==> config.mk <==
export PLATFORM = sky130hd
export DESIGN_NAME = mesh_egress_arbiter
export DESIGN_NICKNAME = d
export VERILOG_FILES = /design/src/rtl/mesh_egress_arbiter.sv
export SDC_FILE = /design/constraint.sdc
export NUM_CORES = 1
export LEC_CHECK = 0
export CAP_MARGIN = 20
export CELL_PAD_IN_SITES_DETAIL_PLACEMENT = 2
export CELL_PAD_IN_SITES_GLOBAL_PLACEMENT = 2
export CORE_AREA = 2 2 238 240
export CTS_BUF_LIST = sky130_fd_sc_hd__clkbuf_2 sky130_fd_sc_hd__clkbuf_4 sky130_fd_sc_hd__clkbuf_8
export DETAILED_ROUTE_END_ITERATION = 8
export DIE_AREA = 0 0 240 242
export DONT_BUFFER_PORTS = 1
export PLACE_DENSITY = 0.62
export SKIP_CTS_REPAIR_TIMING = 1
export SLEW_MARGIN = 0
export SYNTH_ARGS = -nofsm -noshare
export SYNTH_HDL_FRONTEND = slang
export SYNTH_SLANG_ARGS = --single-unit
==> constraint.sdc <==
create_clock -name clk -period 5.51 [get_ports clk]
set_input_delay 0.8265 -clock clk [delete_from_list [all_inputs] [get_ports clk]]
set_output_delay 0.8265 -clock clk [all_outputs]
set_load 0.005 [all_outputs]
==> src/rtl/mesh_egress_arbiter.sv <==
// mesh_egress_arbiter
//   Round-robin drain of the mesh terminal FIFOs into one registered
//   valid/ready stream. One-hot pop strobes are issued to the terminal
//   FIFOs. An optional burst allowance lets one terminal keep the grant
//   for up to BURST consecutive pops before the search rotates.
//
// Ports
//   clk        clock, rising edge
//   reset      asynchronous, active-high reset
//   enable     low blocks new pops; a held packet still drains
//   pndng      per-terminal FIFO head valid
//   data_out   per-terminal FIFO head, terminal i at [i*PCKG_SZ +: PCKG_SZ]
//   pop        one-hot pop strobe (combinational, no path from data_out)
//   m_valid    output register holds a packet
//   m_data     packet payload
//   m_src      source terminal index of the packet
//   m_ready    downstream accept
//   pkt_count  packets popped since reset, wraps modulo 2^32
module mesh_egress_arbiter #(
    parameter int ROWS    = 4,
    parameter int COLUMS  = 4,
    parameter int PCKG_SZ = 32,
    parameter int BURST   = 1,
    localparam int unsigned NTERM = ROWS * 2 + COLUMS * 2,
    localparam int IW = $clog2(NTERM)
) (
    input  logic                     clk,
    input  logic                     reset,
    input  logic                     enable,
    input  logic [NTERM-1:0]         pndng,
    input  logic [NTERM*PCKG_SZ-1:0] data_out,
    output logic [NTERM-1:0]         pop,
    output logic                     m_valid,
    output logic [PCKG_SZ-1:0]       m_data,
    output logic [IW-1:0]            m_src,
    input  logic                     m_ready,
    output logic [31:0]              pkt_count
);

    localparam int BW = $clog2(BURST + 1);

    typedef enum logic {IDLE, OWN} state_t;

    state_t        state, state_nx;
    logic [IW-1:0] owner, owner_nx;
    logic [IW-1:0] rr_ptr, rr_nx;
    logic [BW-1:0] burst_cnt, burst_nx;

    logic          can_accept;
    logic          allowed;
    logic          leave;
    logic          do_pop;
    logic [IW-1:0] gnt;
    logic [IW-1:0] base;
    logic [IW-1:0] pick;
    logic          found;

    assign can_accept = !m_valid || m_ready;
    assign allowed    = enable && can_accept && (|pndng);

    // A terminal leaving OWN is searched past, so it can only be re-picked last.
    assign base = (state == OWN) ? owner : rr_ptr;

    // Circular first-requester search starting at base+1.
    always_comb begin
        int unsigned idx;
        found = 1'b0;
        pick  = '0;
        for (int unsigned k = 1; k <= NTERM; k++) begin
            idx = 32'(base) + k;
            if (idx >= NTERM) begin
                idx = idx - NTERM;
            end
            if (!found && pndng[idx[IW-1:0]]) begin
                found = 1'b1;
                pick  = idx[IW-1:0];
            end
        end
    end

    always_comb begin
        state_nx = state;
        owner_nx = owner;
        burst_nx = burst_cnt;
        rr_nx    = rr_ptr;
        do_pop   = 1'b0;
        gnt      = pick;
        leave    = 1'b0;

        case (state)
            OWN: begin
                if (pndng[owner] && (burst_cnt < BW'(BURST))) begin
                    if (allowed) begin
                        do_pop   = 1'b1;
                        gnt      = owner;
                        burst_nx = burst_cnt + 1'b1;
                    end
                end else if (!pndng[owner] || allowed) begin
                    // Owner ran dry or used its allowance: release and
                    // fall through to a fresh selection this same cycle.
                    leave    = 1'b1;
                    rr_nx    = owner;
                    state_nx = IDLE;
                end
            end
            default: leave = 1'b1;
        endcase

        if (leave && allowed && found) begin
            do_pop   = 1'b1;
            gnt      = pick;
            owner_nx = pick;
            burst_nx = BW'(1);
            if (BURST > 1) begin
                state_nx = OWN;
            end else begin
                rr_nx = pick;
            end
        end
    end

    always_comb begin
        pop = '0;
        if (do_pop && !reset) begin
            pop[gnt] = 1'b1;
        end
    end

    always_ff @(posedge clk or posedge reset) begin
        if (reset) begin
            state     <= IDLE;
            owner     <= '0;
            burst_cnt <= '0;
            rr_ptr    <= IW'(NTERM - 1);
            m_valid   <= 1'b0;
            m_data    <= '0;
            m_src     <= '0;
            pkt_count <= '0;
        end else begin
            state     <= state_nx;
            owner     <= owner_nx;
            burst_cnt <= burst_nx;
            rr_ptr    <= rr_nx;
            if (do_pop) begin
                m_data    <= data_out[32'(gnt) * PCKG_SZ +: PCKG_SZ];
                m_src     <= gnt;
                m_valid   <= 1'b1;
                pkt_count <= pkt_count + 32'd1;
            end else if (m_valid && m_ready) begin
                m_valid <= 1'b0;
            end
        end
    end

endmodule

Word-level counts from Yosys, hierarchy flattened --
Cells that the tools add are included. W data, S select, Z words.
Cells by class: shift operators 1, muxes and demuxes 110, reductions and logical operators 51, equality and inequality tests 1, add/subtract/negate cells 34, $lt $le $gt $ge 36
Operator list (count):
- $shiftx A512 B10 Y32 | 1
- $mux W4 | 41
- $lt A4 B5 Y1 const B | 18
- $ge A5 B5 Y1 const B | 15
- $bmux W1 S4 | 17
- $sub A4 B1 Y4 const B | 16
- $mux W1 | 50
- $add A4 B4 Y5 const B | 8
- $add A32 B1 Y32 const B | 1
- $logic_and A1 B1 Y1 | 23
- $add A4 B3 Y5 const B | 4
- $logic_not A1 Y1 | 18
- $mux W16 | 1
- $reduce_or A16 Y1 | 1
- $add A4 B2 Y5 const B | 2
- $reduce_bool A2 Y1 | 5
- $add A4 B5 Y6 const B | 1
- $ge A6 B5 Y1 const B | 1
- $reduce_and A3 Y1 | 2
- $add A4 B1 Y5 const B | 1
- $demux W1 S4 | 1
- $ge A4 B1 Y1 const B | 1
- $logic_or A1 B1 Y1 | 2
- $ne A2 B1 Y1 const B | 1
- other kinds (2) | 2
Storage, ports and cells: flip-flop bits (word level) 79, output and inout port bits 85, logic and storage cells 241

Logic depth before layout (Yosys ltp) --
depth in word-level cells 61, depth in mapped cells 22, mapped depth without buffers 16

Worst setup path before layout --
Ideal clock, no wire load.
path type reg-to-output, from reg owner[1], to out pop[11], arrival 5.132 ns, required time 4.683 ns, stages on the path, launching flop included 21, path slack -0.448 ns, path through dfrtp_1 > clkbuf_1 > mux2i_1 > buf_2 > inv_2 > ha_1 > and3_1 > nor3_1 > or2_2 > mux4_2 > a211o_1 > clkbuf_1 > a2bb2oi_1 > o32ai_1 > a32oi_2 > a31oi_4 > buf_4 > buf_2 > buf_1 > nand4_1 > nor2_1
On the way: longest elaborated chain between the ends 61, elaborated cells on any way between the ends 183
Ends and longest elaborated chain:
- start, declared | RTL line 45 | logic [IW-1:0] owner, owner_nx;
- start signal, assigned | RTL line 141 | owner <= owner_nx;
- $mux W4 | RTL line 62 | assign base = (state == OWN) ? owner : rr_ptr;
- $add A4 B1 Y5 | RTL line 70 | idx = 32'(base) + k;
- $sub A4 B1 Y4 or $ge A5 B5 Y1 (tied branches) | RTL line 72, 71
- $mux W4 | RTL line 71 | if (idx >= NTERM) begin
- $bmux W1 S4 | RTL line 74 | if (!found && pndng[idx[IW-1:0]]) begin
- $mux W1 (implied by the code) | RTL line 74
- $mux W1 | RTL line 74
- $logic_not A1 Y1 | RTL line 74
- [45 not listed]
- $mux W4 | RTL line 92 | if (pndng[owner] && (burst_cnt < BW'(BURST))) begin
- $mux W4 | RTL line 90 | case (state)
- $mux W4 | RTL line 109 | if (leave && allowed && found) begin
- $lt A4 B5 Y1 (implied by the code) or $ge A4 B1 Y1 (tied branches) | RTL line 125 | pop[gnt] = 1'b1;
- $logic_and A1 B1 Y1 (implied by the code) | RTL line 125
- $mux W1 (implied by the code) | RTL line 125
- $demux W1 S4 | RTL line 125
- $mux W16 * | RTL line 124 | if (do_pop && !reset) begin
- end, declared | RTL line 32 | output logic [NTERM-1:0] pop,
Every way passes the cells marked *; elsewhere a longest branch is shown, timed or not. The select of a mux whose other input is x is not followed.

Final worst setup path --
from reg state, to out pop[1]
On the way: longest elaborated chain between the ends 61, elaborated cells on any way between the ends 175
Ends and longest elaborated chain:
- start, declared | RTL line 44 | state_t state, state_nx;
- start signal, assigned | RTL line 140 | state <= state_nx;
- $mux W4 | RTL line 62
- $add A4 B1 Y5 | RTL line 70
- $sub A4 B1 Y4 or $ge A5 B5 Y1 (tied branches) | RTL line 72, 71
- $mux W4 | RTL line 71
- $bmux W1 S4 | RTL line 74
- $mux W1 (implied by the code) | RTL line 74
- $mux W1 | RTL line 74
- $logic_not A1 Y1 | RTL line 74
- [45 not listed]
- $mux W4 | RTL line 92
- $mux W4 | RTL line 90
- $mux W4 | RTL line 109
- $lt A4 B5 Y1 (implied by the code) or $ge A4 B1 Y1 (tied branches) | RTL line 125
- $logic_and A1 B1 Y1 (implied by the code) | RTL line 125
- $mux W1 (implied by the code) | RTL line 125
- $demux W1 S4 | RTL line 125
- $mux W16 * | RTL line 124
Marked as above.

==> results.md <==
* Status: finished, violations left
* Failing checks: negative setup slack
* FF-to-FF path depth at 20
* All-Layer GR Usage at 0.234
* Setup crit start kind: flop
* Pin count of the biggest net entering global routing at between 50 and 60
* Crit-path cells: buf_12, mux2i_4, buf_6, mux2i_1, mux4_2, mux2i_4, or4_4, buf_4, nor4_4, o211ai_1, a32oi_2, buf_4, a31o_4, buf_6, nand4_1, nor2_1
* Vias in the first global route at between 10000 and 15000
* Synth Area per Inst at slightly above 9 sq um
* CP peak stage delay at 0.58 ns
* Kind of critical path: flop to primary output
* DIE AREA at 58100 sq um
* Unique masters post-synth at 73
* Tcrit/Tclk final at 1.05
* Slowest-stage cell, CP: or4_4
* Ys flop type: dfrtp_1
* Syn_nets at roughly 1700
* Insertion delay to the later sink of the worst-skew pair at around 0.43 ns
* Global-route wire length before repair at between 90 and 100 mm
* Fmax at about 170 MHz
* Number of synthesized flops with an enable pin at 0
* Post-synth ARST share at 1.00
* CTS tree: yes
* Placed cells at about 2100
* Initial cell density of the core at 0.191
* Commonest non-fill, non-tap cell in the layout: buf_4
* Post-synthesis register bit count at between 70 and 80
* Overflow after GRT at 0
* Final instance area at between 15000 and 20000 sq um
* Final nets at between 1500 and 2000
* Multi-input logic area at between 9000 and 10000 sq um
* Layout cells sized above 1 at 0.406
* # rows at 87
* Die W at between 200 and 250 um
* Post-Syn Area at roughly 11000 sq um
* Final Hold Vio Count at 0
* Worst clock skew at 0.0126 ns
* Root buf cell: clkbuf_8
* H-tree depth at 3
* Slew Viols, Final at 0
* Routed vias/inst at around 5.4
* Clk slew on worst S/H paths at approximately 0.11 ns
* Filler cell count at about 6300
* Post-route ant nets at 0
* Placed inst area at around 13000 sq um
* Worst path required time at around 4.7 ns
* DP Wirelength at 59.5 mm
* Yosys warnings at 0
* Hold WC Path Type: input pin to async pin
* Layout area overhead at 46.2%
* 1st-iter DRT viols at between 600 and 700
* Clock tree sinks at between 70 and 80
* IO Count at 617
* Worst Path Max Fanout at 16
* WL/cell at about 34 um
* Number of buffers created by CTS at 9
* DP Worst Slack at -0.844 ns
* Final wirelength at around 74 mm
* Most frequent cells in the layout: 258 x buf_4, 195 x mux2i_1, 74 x dfrtp_1
* Tmin final at 5.80 ns
* Syn Inst Count at ~1200
* I/O Buffers at 0
* DRT Pass-1 Iters at 5
* DRC at 0
* Setup Viol. Count Final at 22
* RSZ-0062 raised after global routing: yes
* Finished Layout Cells at 2187
* Number of antenna violations at the first check in global routing at 36
* CTS Buffer Depth at 2
* Sequential Area at between 1500 and 2000 sq um
* Crit path DAT at slightly below 5 ns
* CP Capture Type: primary output
* Die height at between 200 and 250 um
* GPL Wtd Cong at just over 0.9
* Worst Tran Pin Value at 0.916 ns
* Core ar. at ~56000 sq um
* Sequential area share after synthesis at 0.186
* Max-cap violations at 0
* Final WS setup at -0.289 ns
* Worst slew margin at 0.385
* DR vias at around 12000
cell usage after synthesis, types with 29 or more instances:
cell type | count | area [sq um]
a211o_1 | 31 | 272
a211oi_1 | 36 | 270
a31oi_1 | 31 | 194
and2_1 | 33 | 206
clkbuf_1 | 57 | 214
dfrtp_1 | 75 | 1880
mux2_1 | 42 | 473
mux2_2 | 38 | 428
mux2i_1 | 214 | 2140
mux4_2 | 29 | 653
nand2_1 | 42 | 158
nor2_1 | 78 | 293
nor4_1 | 58 | 363
or3_1 | 29 | 181
xnor2_1 | 38 | 333
layout make-up:
class	instances	share of cell area
inverters	12	0.00322
diodes	19	0.00305
multi-input cells	977	0.593
clock inverters	6	0.00627
flip-flops and latches	79	0.127
clock buffers	10	0.00884
repair buffers	328	0.198
well taps	756	0.0608
critical path, delay by kind of cell, from the launching register on:
family | cells | cell delay [ns]
flip-flops | 1 | 0.50
multiplexers | 4 | 1.19
AND/OR/NAND/NOR | 4 | 1.33
buffers and inverters | 5 | 0.89
AO/OA/AOI/OAI | 3 | 0.63
state kept, by name, summed over array words and instances (netlist names):
register / cells
pkt_count: 32
m_data: 32
m_src: 4
m_valid: 1
burst_cnt: 1
state: 1
rr_ptr: 4
owner: 4
through the flow:
step                      hold WS, ns  TNS, ns   util
after detailed placement        0.493   -13.59  0.240
final                           0.279    -3.17  0.279
after CTS                       0.272   -24.09  0.244
after floorplan                 0.457        0      -
after global routing            0.276   -10.88  0.279
after global placement          0.486   -17.17  0.240
cells by family (layout without fill, tap and decap cells):
logic type / count (synthesis) / after routing / share of synthesized area
adders and majority gates: 8 / 8 / 0.00940
other: 0 / 19 / 0
muxes: 328 / 328 / 0.357
buffers and inverters: 117 / 356 / 0.0499
xor gates and xnor gates: 43 / 43 / 0.0385
AOI/OAI and AO/OA: 252 / 252 / 0.187
DFF: 79 / 79 / 0.186
and+or+nand+nor: 346 / 346 / 0.172
routing by layer:
layer / global-route usage / wire (um) / vias up
met5: 0 / 199 / -
met4: 0.0864 / 3370 / 30
met3: 0.0529 / 4280 / 136
met2: 0.428 / 38300 / 465
met1: 0.262 / 27700 / 6098
li1: - / - / 5140
final timing paths:
kind	startpoint	endpoint	slack (ns)
worst max-delay path	state	pop[1]	-0.29
worst min-delay path	reset	m_data[6]	0.28
worst max register to register	state	m_data[14]	-0.08
worst min register to register	burst_cnt	burst_cnt	0.51
max in group asynchronous	reset	state	4.10
min in group clk	burst_cnt	burst_cnt	0.51
Power is not shown: default switching activity piles up to over one toggle a cycle in this logic, so the estimate is an artifact.
